==> src/rtl/edid_update_ctrl_if.sv <==
// Bus bundle for the EDID update controller: I2C slave side, host update port
// and the shared EDID RAM port.
interface edid_update_ctrl_if;
   logic       i2c_busy;
   logic [7:0] i2c_addr;
   logic [7:0] i2c_wdata;
   logic       i2c_we;
   logic [7:0] i2c_rdata;

   logic       host_req;
   logic       host_grant;
   logic       host_we;
   logic [8:0] host_addr;
   logic [7:0] host_wdata;
   logic       host_done;
   logic       upd_busy;

   logic       ram_we;
   logic [8:0] ram_addr;
   logic [7:0] ram_wdata;
   logic [7:0] ram_rdata;

   modport slave (
      input  i2c_busy, i2c_addr, i2c_wdata, i2c_we,
      input  host_req, host_we, host_addr, host_wdata, host_done,
      input  ram_rdata,
      output i2c_rdata, host_grant, upd_busy,
      output ram_we, ram_addr, ram_wdata
   );

   modport master (
      output i2c_busy, i2c_addr, i2c_wdata, i2c_we,
      output host_req, host_we, host_addr, host_wdata, host_done,
      output ram_rdata,
      input  i2c_rdata, host_grant, upd_busy,
      input  ram_we, ram_addr, ram_wdata
   );
endinterface

==> src/rtl/edid_update_ctrl.sv <==
// EDID update controller: arbitrates the EDID RAM between the I2C slave and a
// host updater, rewrites block checksums after an update and sequences HPD.
module edid_update_ctrl #(
   parameter logic [31:0] HPD_TIMEOUT_COUNT = 32'd50000000,
   parameter logic [31:0] HPD_LOW_CYCLES    = 32'd5000000,
   parameter int          NUM_BLOCKS        = 2,
   parameter bit          I2C_WR_EN         = 1'b0
) (
   input  logic              cfg_clk,
   input  logic              rst_n,
   input  logic              hdmi_rx_5v_n,
   output logic              hpd,
   edid_update_ctrl_if.slave bus
);

   typedef enum logic [2:0] {
      IDLE = 3'd0,
      DROP = 3'd1,
      HOST = 3'd2,
      CSUM = 3'd3,
      HOLD = 3'd4
   } state_t;

   localparam logic [7:0] IDX_WRITE = 8'd128;
   localparam logic       LAST_BLK  = (NUM_BLOCKS > 1) ? 1'b1 : 1'b0;

   state_t      r_state;
   state_t      w_state_nxt;
   logic [31:0] r_cnt5v;
   logic [31:0] w_cnt5v_nxt;
   logic        r_hpd;
   logic [7:0]  r_idx;
   logic [7:0]  w_idx_nxt;
   logic        r_blk;
   logic        w_blk_nxt;
   logic [7:0]  r_sum;
   logic [7:0]  w_sum_nxt;
   logic [31:0] r_hold;
   logic [31:0] w_hold_nxt;

   logic        w_ram_we;
   logic [8:0]  w_ram_addr;
   logic [7:0]  w_ram_wdata;
   logic [7:0]  w_i2c_rdata;
   logic        w_host_grant;

   // 5V presence counter runs regardless of the update sequence
   always_comb begin
      if (hdmi_rx_5v_n)
         w_cnt5v_nxt = '0;
      else if (r_cnt5v == HPD_TIMEOUT_COUNT)
         w_cnt5v_nxt = r_cnt5v;
      else
         w_cnt5v_nxt = r_cnt5v + 32'd1;
   end

   always_comb begin
      w_state_nxt  = r_state;
      w_idx_nxt    = r_idx;
      w_blk_nxt    = r_blk;
      w_sum_nxt    = r_sum;
      w_hold_nxt   = r_hold;
      w_ram_we     = 1'b0;
      w_ram_addr   = '0;
      w_ram_wdata  = '0;
      w_i2c_rdata  = 8'hFF;
      w_host_grant = 1'b0;

      case (r_state)
         IDLE: begin
            w_ram_addr  = {1'b0, bus.i2c_addr};
            w_ram_we    = bus.i2c_we & I2C_WR_EN;
            w_ram_wdata = bus.i2c_wdata;
            w_i2c_rdata = bus.ram_rdata;
            if (bus.host_req)
               w_state_nxt = DROP;
         end

         DROP: begin
            if (!bus.i2c_busy)
               w_state_nxt = HOST;
         end

         HOST: begin
            w_host_grant = 1'b1;
            w_ram_we     = bus.host_we;
            w_ram_addr   = bus.host_addr;
            w_ram_wdata  = bus.host_wdata;
            if (bus.host_done) begin
               w_state_nxt = CSUM;
               w_idx_nxt   = '0;
               w_blk_nxt   = 1'b0;
               w_sum_nxt   = '0;
            end
         end

         // idx 0..126 read, 127 drains the last read, 128 writes the checksum
         CSUM: begin
            if (r_idx == IDX_WRITE) begin
               w_ram_we    = 1'b1;
               w_ram_addr  = {1'b0, r_blk, 7'h7F};
               w_ram_wdata = 8'd0 - r_sum;
               w_idx_nxt   = '0;
               w_sum_nxt   = '0;
               if (r_blk == LAST_BLK) begin
                  w_state_nxt = HOLD;
                  w_hold_nxt  = '0;
               end else begin
                  w_blk_nxt = r_blk + 1'b1;
               end
            end else begin
               w_ram_addr = {1'b0, r_blk, r_idx[6:0]};
               w_idx_nxt  = r_idx + 8'd1;
               w_sum_nxt  = (r_idx == 8'd0) ? 8'd0 : r_sum + bus.ram_rdata;
            end
         end

         HOLD: begin
            if (r_hold + 32'd1 >= HPD_LOW_CYCLES)
               w_state_nxt = IDLE;
            else
               w_hold_nxt = r_hold + 32'd1;
         end

         default: w_state_nxt = IDLE;
      endcase
   end

   always_ff @(posedge cfg_clk or negedge rst_n) begin
      if (!rst_n) begin
         r_state <= IDLE;
         r_cnt5v <= '0;
         r_hpd   <= 1'b0;
         r_idx   <= '0;
         r_blk   <= 1'b0;
         r_sum   <= '0;
         r_hold  <= '0;
      end else begin
         r_state <= w_state_nxt;
         r_cnt5v <= w_cnt5v_nxt;
         r_hpd   <= (w_state_nxt == IDLE) && (w_cnt5v_nxt == HPD_TIMEOUT_COUNT);
         r_idx   <= w_idx_nxt;
         r_blk   <= w_blk_nxt;
         r_sum   <= w_sum_nxt;
         r_hold  <= w_hold_nxt;
      end
   end

   // RAM port is a live mux; forcing it low under reset keeps it quiet immediately
   assign hpd            = r_hpd;
   assign bus.host_grant = w_host_grant;
   assign bus.upd_busy   = (r_state != IDLE);
   assign bus.i2c_rdata  = w_i2c_rdata;
   assign bus.ram_we     = rst_n & w_ram_we;
   assign bus.ram_addr   = rst_n ? w_ram_addr : 9'd0;
   assign bus.ram_wdata  = rst_n ? w_ram_wdata : 8'd0;

endmodule

==> src/flat_wrapper.sv <==
// flat-port wrapper written by rule: the top's interface ports become plain ports
module edid_update_ctrl_flat 
#(
   parameter logic [31:0] HPD_TIMEOUT_COUNT = 32'd50000000,
   parameter logic [31:0] HPD_LOW_CYCLES    = 32'd5000000,
   parameter int          NUM_BLOCKS        = 2,
   parameter bit          I2C_WR_EN         = 1'b0
)
  (cfg_clk, rst_n, hdmi_rx_5v_n, hpd, bus_i2c_busy, bus_i2c_addr, bus_i2c_wdata, bus_i2c_we, bus_host_req, bus_host_we, bus_host_addr, bus_host_wdata, bus_host_done, bus_ram_rdata, bus_i2c_rdata, bus_host_grant, bus_upd_busy, bus_ram_we, bus_ram_addr, bus_ram_wdata);
  edid_update_ctrl_if bus_i ();
  input  logic cfg_clk;
  input  logic rst_n;
  input  logic hdmi_rx_5v_n;
  output logic hpd;
  input wire logic [$bits(bus_i.i2c_busy)-1:0] bus_i2c_busy;
  input wire logic [$bits(bus_i.i2c_addr)-1:0] bus_i2c_addr;
  input wire logic [$bits(bus_i.i2c_wdata)-1:0] bus_i2c_wdata;
  input wire logic [$bits(bus_i.i2c_we)-1:0] bus_i2c_we;
  input wire logic [$bits(bus_i.host_req)-1:0] bus_host_req;
  input wire logic [$bits(bus_i.host_we)-1:0] bus_host_we;
  input wire logic [$bits(bus_i.host_addr)-1:0] bus_host_addr;
  input wire logic [$bits(bus_i.host_wdata)-1:0] bus_host_wdata;
  input wire logic [$bits(bus_i.host_done)-1:0] bus_host_done;
  input wire logic [$bits(bus_i.ram_rdata)-1:0] bus_ram_rdata;
  output wire logic [$bits(bus_i.i2c_rdata)-1:0] bus_i2c_rdata;
  output wire logic [$bits(bus_i.host_grant)-1:0] bus_host_grant;
  output wire logic [$bits(bus_i.upd_busy)-1:0] bus_upd_busy;
  output wire logic [$bits(bus_i.ram_we)-1:0] bus_ram_we;
  output wire logic [$bits(bus_i.ram_addr)-1:0] bus_ram_addr;
  output wire logic [$bits(bus_i.ram_wdata)-1:0] bus_ram_wdata;
  assign bus_i.i2c_busy = bus_i2c_busy;
  assign bus_i.i2c_addr = bus_i2c_addr;
  assign bus_i.i2c_wdata = bus_i2c_wdata;
  assign bus_i.i2c_we = bus_i2c_we;
  assign bus_i.host_req = bus_host_req;
  assign bus_i.host_we = bus_host_we;
  assign bus_i.host_addr = bus_host_addr;
  assign bus_i.host_wdata = bus_host_wdata;
  assign bus_i.host_done = bus_host_done;
  assign bus_i.ram_rdata = bus_ram_rdata;
  assign bus_i2c_rdata = bus_i.i2c_rdata;
  assign bus_host_grant = bus_i.host_grant;
  assign bus_upd_busy = bus_i.upd_busy;
  assign bus_ram_we = bus_i.ram_we;
  assign bus_ram_addr = bus_i.ram_addr;
  assign bus_ram_wdata = bus_i.ram_wdata;
  edid_update_ctrl #(.HPD_TIMEOUT_COUNT(HPD_TIMEOUT_COUNT), .HPD_LOW_CYCLES(HPD_LOW_CYCLES), .NUM_BLOCKS(NUM_BLOCKS), .I2C_WR_EN(I2C_WR_EN)) u_core (.cfg_clk(cfg_clk), .rst_n(rst_n), .hdmi_rx_5v_n(hdmi_rx_5v_n), .hpd(hpd), .bus(bus_i));
endmodule
==> config.mk <==
export PLATFORM = sky130hd
export DESIGN_NAME = edid_update_ctrl_flat
export DESIGN_NICKNAME = d
export VERILOG_FILES = /design/src/rtl/edid_update_ctrl_if.sv /design/src/rtl/edid_update_ctrl.sv /design/src/flat_wrapper.sv
export SDC_FILE = /design/constraint.sdc
export NUM_CORES = 1
export LEC_CHECK = 0
export CAP_MARGIN = 15
export CELL_PAD_IN_SITES_DETAIL_PLACEMENT = 1
export CELL_PAD_IN_SITES_GLOBAL_PLACEMENT = 1
export CORE_MARGIN = 2
export CORE_UTILIZATION = 45
export CTS_CLUSTER_DIAMETER = 40
export DETAILED_ROUTE_END_ITERATION = 8
export GPL_TIMING_DRIVEN = 0
export HOLD_SLACK_MARGIN = 0.15
export MAX_ROUTING_LAYER = met4
export PLACE_DENSITY = 0.95
export SYNTH_ARGS = -nofsm -noshare
export SYNTH_HDL_FRONTEND = slang
export SYNTH_SLANG_ARGS = --single-unit
==> constraint.sdc <==
create_clock -name cfg_clk -period 5.1 [get_ports cfg_clk]
set_input_delay 1.02 -clock cfg_clk [delete_from_list [all_inputs] [get_ports cfg_clk]]
set_output_delay 1.02 -clock cfg_clk [all_outputs]
set_load 0.01 [all_outputs]
==> results.md, run 1 <==
- The run finished with clean final reports.
- Of the available clock period, the critical path in the final layout requires 95.3%.
- From bottom edge to top edge, the die measures 118 microns.
- Among all flip-flop cells after synthesis, the most frequent one is dfrtp_1.
- The worst hold slack across all endpoints is 507 ps.
- The synthesized netlist contains 68 unique library cells.
- At the worst endpoint, the arrival time is 3840 ps.
- The floorplan step defined a die boundary enclosing 0.0140 sq mm.
- In this run the power density over the cells is 261 mW/mm^2.
- The synthesized netlist net count is 765.
- The library cell used most frequently in the layout, excluding fill and tap cells, is nor2_1.
- The final cell count without fillers is 967.
- The detail-routed net length per standard cell is 21.6 microns.
- At the pin with the least slew margin, the transition time is 1150 ps.
- In the layout the commonest cells are 101 x nor2_1, 85 x dfrtp_1, 75 x clkdlybuf4s50_1, 53 x nand2_1, 31 x nand3_1.
- The worst setup path is of the reg2out kind.
- The number of hold-slack violations in the final timing report is 0.
- For this design the total switching power over the nets is 0.000533 W.
- The number of buffers inserted by hold repair at cts is 0.
- The post-CTS clock slew at the launch and capture registers of the worst setup and hold paths is 70 ps.
- The analysis attributes to cell leakage a power of 2.94 nW.
- At the worst endpoint, the required time is 4080 ps.
- Once the clock tree was built, the setup fixing pass inserted 0 buffers.
- The worst register-to-register path has a setup slack of 1310 ps.
- The sum of net half-perimeters after detailed placement is 14,900 microns.
- The maximum vdd drop is 164 uV.
- The via count of the first global-routing pass is 6,641.
- Combinational cells account for 20.6% of the total power.
- The H-tree generated during clock tree synthesis spans 3 levels.
- The time the worst path needs with I/O delays and setup is 4860 ps.
- The detailed-route wire length is 20,900 microns.
- The proportion of register bits with asynchronous set or reset after synthesis is 100%.
- The clock arrives with 10.8 ps of skew.
- The number of enable flip-flop cells after synthesis is 0.
- The number of iterations in the first detailed-routing pass is 7.
- Net switching is 28.4% of the power.
- In the final design database the tool counted 853 nets.
- TritonCTS built the clock tree.
- Setup violations remaining at the end of the flow were counted as 0.
- The number of placed I/O pins is 78.
- For this run, the top clock speed supported by timing is 206 MHz.
- The total negative slack is 0 ps.
- The count of clock tree sinks is 85.
- The post-cts sizing count is 0.
- Buffers placed on the I/O ports in this run total 76.
- For this block, the initial DRC count from the detailed router was 460.
- The average cell area after synthesis is 8.40 sq um.
- In this run the worst hold path is classified as reg2reg.
- CTS placed an instance of clkbuf_16 at the clock tree root.
- The proportion of layout cells with a drive suffix above 1 is 5.67%.
- The max-slew violation count is 0.
- Counting tap cells, the placed design contains a total of 951 instances.
- The core area is 0.0127 sq mm.
- Setup repair after global routing left no endpoint under its margin.
- The final global-route overflow total is 0.
- Once detail routing completed, the nets flagged for antenna violations numbered 0.
- The number of violations of the max-capacitance limit is 0.
- The number of buffers on the longest clock path is 2.
- Synthesis produced 702 cells.
- Per report_power, the clock group accounts for 38.4% of the total.
- The synthesized cell area is 0.00590 sq mm.
- The area added between synthesis and finish is 22.3%.
- Summing over every cut layer, the via total after detailed routing is 6,058.
- The number of stages on the worst hold path is 1.
- The horizontal die dimension is 118 microns.
- In the routed layout, each cell is associated on average with a via count of 6.26.
- The worst setup path is captured at a primary output.
- The later pin in the worst-skew pair is clocked with a latency of 360 ps.
- The nature of the critical path startpoint is a flip-flop.
- The sequential fraction of the synthesis area is 36.1%.
- The initial antenna violation count is 1.
- The standard-cell row count is 41.
- OpenSTA, run right after detailed placement, puts the worst setup slack at 816 ps.
- In this run the tightest slew margin relative to its limit is 22.7%.
- The Yosys step of the flow raised 0 warnings.
- Buffers inserted during clock tree synthesis total 9.
- Internal power comes to 0.00135 W.
- Across all setup checks in the final design, the least slack found is 238 ps.
- Across every metal layer, demand over resource in global routing totals 31.2%.
- The sequential share of power is 41.0%.
- The first-pass GRT wire length is 34,300 microns.
- The number of flip-flops and latches in the synthesized netlist is 85.
- For this run, design rule violations remaining after detail routing come to 0.
- The maximum number of pins on one net before global-route repair is 74.
- The congestion estimate from routability-driven global placement came to 0.937.
- The length in cells of the worst reg-to-reg path is 12.
- Once the floorplan was initialized, standard cells occupied 46.3% of the core.
- Along the worst path, the maximum fanout reaches 10.
[stage by stage]
| step | total power, W | cell area [sq um] | utilization, % |
|---|---|---|---|
| 2_1_floorplan | 0.00101 | 5900 | - |
| 3_3_place_gp | 0.00111 | 6870 | 54.0 |
| 3_5_place_dp | 0.00116 | 6900 | 54.2 |
| 4_1_cts | 0.00188 | 7210 | 56.7 |
| 5_1_grt | 0.00194 | 7210 | 56.7 |
| 6_report | 0.00188 | 7210 | 56.7 |
[synthesized netlist by cell type, types with 15 or more instances]
cell type | instances | share of area [%]
a21oi_1 | 24 | 2.0
and3_1 | 16 | 1.7
dfrtp_1 | 85 | 36
inv_1 | 24 | 1.5
clkbuf_1 | 24 | 1.5
o21ai_0 | 27 | 2.3
nand2b_1 | 15 | 1.6
nor2_1 | 101 | 6.4
nor3_1 | 23 | 2.0
nor4_1 | 18 | 1.9
xnor2_1 | 25 | 3.7
xor2_1 | 21 | 3.1
nand2_1 | 53 | 3.4
nand3_1 | 31 | 2.6
[worst max-delay path, stage by stage (launching register included)]
cell             delay, ps
dfrtp_1                460
inv_1                   90
ha_1                   130
nor4b_1                520
nand3_1                270
nor2_1                 630
clkbuf_1               480
a222oi_1               150
nor2_1                 180
clkdlybuf4s50_1        560
[metal layers]
layer,share of wire (%),vias to the layer above,global-route usage (%)
li1,-,2736,-
met1,40,3023,36.0
met2,52,228,53.4
met3,4.3,71,4.87
met4,3.7,0,14.5
met5,0,-,-
[worst paths after layout]
| path | startpoint | to |
|---|---|---|
| hold reg to reg | u_core.r_hold[29] | u_core.r_hold[29] |
| max in group asynchronous | rst_n | u_core.r_sum[6] |
| min in group asynchronous | rst_n | u_core.r_hold[21] |
| hold / removal | u_core.r_hold[29] | u_core.r_hold[29] |
| setup reg to reg | u_core.r_hold[0] | u_core.r_hold[0] |
| setup / recovery | u_core.r_idx[0] | bus_ram_wdata[1] |
[logic make-up (layout without fill, tap and decap cells)]
kind of cell    Yosys count  in the layout  share of synthesized area (%)
compound gates          142            142                           17.4
flops                    85             85                           36.1
mux                      15             15                           2.59
other cells               0              1                              0
buf+inv                  64            156                           4.41
xor+xnor                 46             46                           6.83
simple gates            336            336                           29.6
fa+ha+maj                14             14                           3.10
[layout make-up]
type / count / area [sq um]
Antenna cell: 1 / 2.50
Buffer: 39 / 166
Clock buffer: 10 / 239
Clock inverter: 5 / 75.1
Fill cell: 1550 / 5510
Inverter: 25 / 93.8
Multi-Input combinational cell: 553 / 3510
Sequential cell: 85 / 2130
Tap cell: 172 / 215
Timing Repair Buffer: 77 / 786
[power groups by stage]
stage / Clock [W] / Sequential, W / Combinational (W)
finish: 0.000722 / 0.000770 / 0.000388
CTS: 0.000726 / 0.000767 / 0.000387
detailed placement: 0 / 0.000779 / 0.000382
global placement: 0 / 0.000773 / 0.000339
floorplan: 0 / 0.000760 / 0.000250
global route: 0.000747 / 0.000772 / 0.000424
[registers in the layout, summed over array words and instances (netlist names)]
name	flops
u_core.r_cnt5v	32
u_core.r_idx	8
u_core.r_state	3
u_core.r_blk	1
u_core.r_sum	8
u_core.hpd	1
u_core.r_hold	32
Note: power is estimated with default switching activity, not from simulation.
==> run 2, diff against run 1 <==
--- a/config.mk
+++ b/config.mk
@@ -9,13 +9,14 @@
 export CELL_PAD_IN_SITES_DETAIL_PLACEMENT = 1
 export CELL_PAD_IN_SITES_GLOBAL_PLACEMENT = 1
 export CORE_MARGIN = 2
-export CORE_UTILIZATION = 45
+export CORE_UTILIZATION = 42
 export CTS_CLUSTER_DIAMETER = 40
 export DETAILED_ROUTE_END_ITERATION = 8
 export GPL_TIMING_DRIVEN = 0
 export HOLD_SLACK_MARGIN = 0.15
 export MAX_ROUTING_LAYER = met4
-export PLACE_DENSITY = 0.95
+export PLACE_DENSITY = 0.92
+export SLEW_MARGIN = 30
 export SYNTH_ARGS = -nofsm -noshare
 export SYNTH_HDL_FRONTEND = slang
 export SYNTH_SLANG_ARGS = --single-unit
==> constraint.sdc (replaced) <==
create_clock -name cfg_clk -period 4.9 [get_ports cfg_clk]
set_input_delay 0.98 -clock cfg_clk [delete_from_list [all_inputs] [get_ports cfg_clk]]
set_output_delay 0.98 -clock cfg_clk [all_outputs]
set_load 0.01 [all_outputs]
==> run 2 against run 1 <==
  * Critical endpoint unchanged
  * Combinational power is 2% higher
  * Via count down 2.7%
  * Final cell count grew 0.83%
  * Core utilization shrank 4.3 points
  * Cell area is 0.14% higher
  * Worst hold slack got worse by 42 ps
  * Largest power group unchanged
  * Count of clock-buffer cells in the layout fell by 1
  * Sequential share of layout area barely moved
==> results.md, run 2 (same netlist as run 1, synthesis figures left out) <==
- The flow ran to the end, and the final reports show no timing, DRC or antenna violations.
- The final design utilization is 52.4%.
- The number of hold-slack violations in the final timing report is 0.
- The max-slew violation count is 0.
- 78 I/O pins were placed.
- The die boundary height is 122 microns.
- The number of violations of the max-capacitance limit is 0.
- For the pin with the worst max-slew slack, the measured transition is 931 ps.
- The length in cells of the worst reg-to-reg path is 12.
- The least setup slack across all paths after layout is 329 ps.
- The proportion of layout cells with a drive suffix above 1 is 6.04%.
- Of all nets on the critical path, the largest fanout is 10.
- TritonCTS built the clock tree.
- The area growth from synthesis to layout is 22.5%.
- The filler cells instantiated in the layout total 1,678.
- The placer congestion estimate is 0.894.
- The sequential cells in the finished layout cover a total of 0.00213 sq mm.
- STA classifies the critical path endpoint as a primary output.
- Clock latency on the worst-skew pair, taken at its later pin, is 360 ps.
- Detailed routing inserted a total of 5,895 vias.
- The overall track demand over capacity in global routing is 27.5%.
- Data arrives at the worst endpoint at 3590 ps.
- After the first detailed-routing iteration, the DRC count stood at 365.
- In this run the remaining antenna-violating nets after routing total 0.
- The maximum number of pins on one net before global-route repair is 71.
- The number of buffers on the longest clock path is 2.
- The overall die area is 0.0150 sq mm.
- The period utilization is 93.3%.
- The setup path with the least slack is of type reg2out.
- IR analysis of the VDD net gives a maximum drop of 163 uV.
- Leaving out fill and tap cells, the most frequent cells in the layout are 100 x nor2_1, 85 x dfrtp_1, 75 x clkdlybuf4s50_1, 53 x nand2_1, 31 x nand3_1.
- For this design the static power due to leakage is 2.93 nW.
- The port buffer count is 76.
- The slack of the worst reg-to-reg path is 1220 ps.
- The reg-to-reg startpoint is u_core.r_hold[0].
- The time the worst path needs with I/O delays and setup is 4570 ps.
- The endpoint identified for the worst register-to-register timing path is u_core.r_hold[1].
- Clock skew on the completed layout was measured at 15.8 ps.
- The initial antenna violation count is 0.
- The via count of the first global-routing pass is 6,351.
- The detailed-route wire length is 19,400 microns.
- The worst setup path is launched from a flip-flop.
- The routed via count divided by cell count is 6.05.
- Once detailed placement completed, the half-perimeter wirelength came to 14,400 microns.
- Power spread over the standard cell area amounts to 266 mW/mm^2.
- The post-CTS clock slew at the launch and capture registers of the worst setup and hold paths is 70 ps.
- The path type of the worst min-delay path is in2async.
- The count of clock tree sinks is 85.
- For the worst setup path, the data required time is 3920 ps.
- The worst setup timing slack at the placement stage is 690 ps.
- The effective utilization at floorplan is 42.8%.
- The highest clock frequency the design can meet is 219 MHz.
- For this run, the detailed router's first-pass iteration total came to 5.
- The count of antenna diodes in the layout is 0.
- In the routed design, unresolved DRC markers number 0.
- The overall power is 0.00192 W.
- The number of buffers added for setup after CTS is 0.
- The standard-cell row count is 43.
- TritonCTS created 9 clock buffers.
- The final global-route overflow total is 0.
- The worst slew margin relative to its limit is 38.0%.
- The first-pass GRT wire length is 31,600 microns.
- The net count of the finished layout is 853.
- The core area is 0.0138 sq mm.
- Summing all multi-input logic gate instances after layout gives 0.00352 sq mm.
- The number of buffers inserted by hold repair at cts is 0.
- Setup repair after global routing left no endpoint under its margin.
- The level count of the clock H-tree is 3.
- The horizontal die dimension is 122 microns.
- The number of setup violations in the final report is 0.
- The library cell used most frequently in the layout, excluding fill and tap cells, is nor2_1.
- The largest registers in the layout are u_core.r_cnt5v: 32 flops, u_core.r_hold: 32 flops.
- The post-cts sizing count is 0.
- After detailed routing, the average wire length per cell comes to 19.9 microns.
- In this run the clock root is driven by a clkbuf_16.
run 2: cell count changes in the layout (fill, tap and decap cells not counted), sizes merged:
cell	previous run	this run
inv	25	29
clkinv	3	1
clkinvlp	0	1
diode	1	0
clkbuf	35	34
bufinv	2	1
run 2: critical path, cell delays in order, from the launching register on:
cell	delay, ps
dfrtp_1	460
inv_1	100
ha_1	130
nor4b_1	500
nand3_1	270
nor2_2	430
clkbuf_1	450
a222oi_1	190
nor2_1	160
clkdlybuf4s50_1	550
run 2: routing by layer:
| metal | share of wire (%) | global-route usage (%) | vias up |
|---|---|---|---|
| li1 | - | - | 2734 |
| met1 | 42 | 31.7 | 2987 |
| met2 | 52 | 48.0 | 134 |
| met3 | 3.4 | 4.93 | 40 |
| met4 | 2.3 | 10.1 | 0 |
| met5 | 0 | - | - |
run 2: layout make-up:
type	instances	share of cell area, %
flip-flops and latches	85	29.4
inverters	25	1.30
clock buffers	9	3.12
plain buffers	39	2.30
well taps	180	3.12
multi-input cells	553	48.7
repair buffers	77	10.9
clock inverters	7	1.11
run 2: per-stage QoR:
step,hold WS [ps],TNS [ps],cells,cell area [sq um]
floorplan,445,0,702,5900
global placement,464,-74740,958,6880
detailed placement,483,0,959,6920
CTS,465,0,975,7220
global route,470,0,975,7220
finish,465,0,975,7220
run 2: worst max-delay path by stage:
stage                     cells past startpoint               end            start  slack (ps)
after floorplan                               8  bus_ram_wdata[0]  u_core.r_idx[0]        1940
after global routing                          9  bus_ram_wdata[1]  u_core.r_idx[0]          50
after detailed placement                      9  bus_ram_wdata[1]  u_core.r_idx[0]         690
after global placement                        5   bus_ram_addr[2]            rst_n       -2490
after CTS                                     9  bus_ram_wdata[1]  u_core.r_idx[0]         190
final                                         9  bus_ram_wdata[1]  u_core.r_idx[0]         330
run 2: power by group:
| group | switching [W] | total [W] | internal (W) | leakage (nW) |
|---|---|---|---|---|
| logic | 0.000192 | 0.000397 | 0.000205 | 1.64 |
| registers | 0.0000622 | 0.000803 | 0.000741 | 1.14 |
| clock network | 0.000319 | 0.000723 | 0.000403 | 0.149 |
| total | 0.000574 | 0.00192 | 0.00135 | 2.93 |
==> run 3, diff against run 2 <==
--- a/config.mk
+++ b/config.mk
@@ -16,7 +16,8 @@
 export HOLD_SLACK_MARGIN = 0.15
 export MAX_ROUTING_LAYER = met4
 export PLACE_DENSITY = 0.92
-export SLEW_MARGIN = 30
+export SLEW_MARGIN = 20
 export SYNTH_ARGS = -nofsm -noshare
 export SYNTH_HDL_FRONTEND = slang
 export SYNTH_SLANG_ARGS = --single-unit
+export TNS_END_PERCENT = 50
==> run 3 against run 2 <==
  * Critical endpoint is now bus_ram_wdata[0]
  * Worst hold slack improved by 38 ps
  * Final cell count unchanged
  * Worst setup slack got worse by 110 ps
==> results.md, run 3 (same netlist as run 1, synthesis figures left out) <==
- The flow ran to the end, and the final reports show no timing, DRC or antenna violations.
- The overall track demand over capacity in global routing is 27.5%.
- The critical path in this run is classified as reg2out.
- The detail-routed net length per standard cell is 19.8 microns.
- The filler cells instantiated in the layout total 1,690.
- The post-CTS clock slew at the launch and capture registers of the worst setup and hold paths is 70 ps.
- In the layout the commonest cells are 101 x nor2_1, 85 x dfrtp_1, 75 x clkdlybuf4s50_1, 53 x nand2_1, 31 x nand3_1.
- The nature of the critical path startpoint is a flip-flop.
- Input and output buffers added on the ports amount to 76.
- The share of total power dissipated in combinational logic is 21.3%.
- The die boundary height is 122 microns.
- The clock tree from TritonCTS is yes.
- The proportion of layout cells with a drive suffix above 1 is 5.91%.
- The worst hold slack across all endpoints is 503 ps.
- The area used by sequential logic in the layout is 0.00213 sq mm.
- The switching component of the power is 0.000567 W.
- The number of violations of the max-capacitance limit is 0.
- CTS built an H-tree with a depth of 3.
- Internal power comes to 0.00131 W.
- STA classifies the critical path endpoint as a primary output.
- The detailed-route wire length is 19,300 microns.
- The clock network is responsible for 35.9% of the overall power.
- The number of setup violations in the final report is 0.
- The analysis attributes to cell leakage a power of 2.91 nW.
- After global routing the overflow that remains totals 0.
- The initial detailed-routing violation count is 455.
- Leaving out fill and tap cells, the most frequent cell in the layout is nor2_1.
- The post-cts sizing count is 0.
- The reg-to-reg startpoint is u_core.r_hold[0].
- The routed layout has 5,948 vias.
- The first global-routing pass estimated 31,700 microns of wire.
- At the pin with the least slew margin, the transition time is 810 ps.
- The clock passes through at most 2 buffers.
- The number of buffers inserted by hold repair at cts is 0.
- The tree is rooted in a clkbuf_16.
- The worst hold path begins at u_core.r_hold[29].
- The initial antenna violation count is 0.
- For the worst setup path, the data arrival time is 3700 ps.
- The sum of net half-perimeters after detailed placement is 14,200 microns.
- Clock tree synthesis inserted a total of 9 buffers.
- Clock tree synthesis found a total of 85 sinks.
- The area added between synthesis and finish is 22.1%.
- The maximum vdd drop is 163 uV.
- The fraction of power spent switching nets is 30.3%.
- STA puts the critical path data required time at 3920 ps.
- Setup repair after global routing left no endpoint under its margin.
- Static timing analysis puts the maximum clock frequency at 214 MHz.
- The via count of the first global-routing pass came to 6,424.
- The number of iterations in the first detailed-routing pass is 5.
- The placer congestion estimate is 0.894.
- The worst slew margin relative to its limit is 46.0%.
- The clock period could shrink to 4680 ps.
- The maximum number of pins on one net before global-route repair is 49.
- The floorplan step defined a core boundary enclosing 0.0138 sq mm.
- The initial utilization of the core area, before any placement, comes to 42.8%.
- The net count of the finished layout is 853.
- The overall die area is 0.0150 sq mm.
- The worst-skew pair later-pin latency is 360 ps.
- The detail route stage leaves a number of antenna-violating nets equal to 0.
- The share of total power dissipated in sequential elements is 42.8%.
- The path type of the worst min-delay path is reg2reg.
- The number of hold-slack violations in the final timing report is 0.
- The horizontal die dimension is 122 microns.
- The max-slew violation count came to 0.
- In this run the core area contains 43 standard-cell rows.
- In the routed design, unresolved DRC markers number 0.
- The multi-input combinational cell area is 0.00351 sq mm.
- Dividing the detail-routed via count by the number of cells gives 6.10.
- For this design the top-level I/O count stands at 78.
- The clock arrives with 12.0 ps of skew.
- The total power density per cell area is 260 mW/mm^2.
- Measured on the finished design, the core utilization comes to 52.3%.
- The largest registers in the layout are u_core.r_cnt5v: 32 flops, u_core.r_hold: 32 flops.
- Buffers added to address setup during post-CTS repair amount to 0.
- After layout, the worst path uses 95.5% of the clock period.
- The number of antenna diodes in the final layout is 0.
- The worst setup path startpoint is u_core.r_idx[0].
- The largest fanout of any net on the critical path is 10.
[run 3: final timing paths]
kind | slack (ps) | cells after the start | endpoint
max in group asynchronous | 3630 | 2 | u_core.r_hold[3]
hold / removal | 500 | 1 | u_core.r_hold[29]
hold reg to reg | 500 | 1 | u_core.r_hold[29]
setup / recovery | 220 | 9 | bus_ram_wdata[0]
setup reg to reg | 1230 | 12 | u_core.r_hold[1]
min in group asynchronous | 630 | 1 | u_core.r_cnt5v[27]
[run 3: stage by stage]
stage | cell area, sq um | total power (W) | setup TNS (ps) | worst slack, ps | instances
after floorplan | 5900 | 0.00105 | 0 | 1940 | 702
final | 7200 | 0.00187 | 0 | 220 | 975
after global placement | 6880 | 0.00116 | -74740 | -2490 | 958
after detailed placement | 6910 | 0.00120 | 0 | 675 | 959
after global routing | 7200 | 0.00196 | 0 | 30.5 | 975
after CTS | 7190 | 0.00188 | 0 | 256 | 975
[run 3: routing by layer]
metal	track usage, %	part of all wire, %	vias to the layer above
met4	8.41	1.7	0
met3	5.02	3.9	27
met5	-	0	-
met2	48.1	52	141
met1	32.0	42	3041
li1	-	-	2739
[run 3: final cells by class]
class	instances	area share, %
Buffer	39	2.31
Clock buffer	10	3.32
Clock inverter	6	0.643
Inverter	25	1.30
Multi-Input combinational cell	553	48.8
Sequential cell	85	29.6
Tap cell	180	3.13
Timing Repair Buffer	77	10.9
[run 3: power by group through the flow]
stage	Clock [W]	Combinational, W	Sequential, W
global route	0.000713	0.000440	0.000807
floorplan	0	0.000261	0.000791
global placement	0	0.000350	0.000805
finish	0.000673	0.000399	0.000803
detailed placement	0	0.000394	0.000811
CTS	0.000680	0.000401	0.000800
[run 3: worst max-delay path, stage by stage (launching register included)]
cell	delay (ps)
dfrtp_1	450
inv_1	100
ha_1	150
nor4b_1	380
nand3_1	200
nor2_1	630
clkbuf_1	480
a222oi_1	170
nor2_1	210
clkdlybuf4s50_1	580
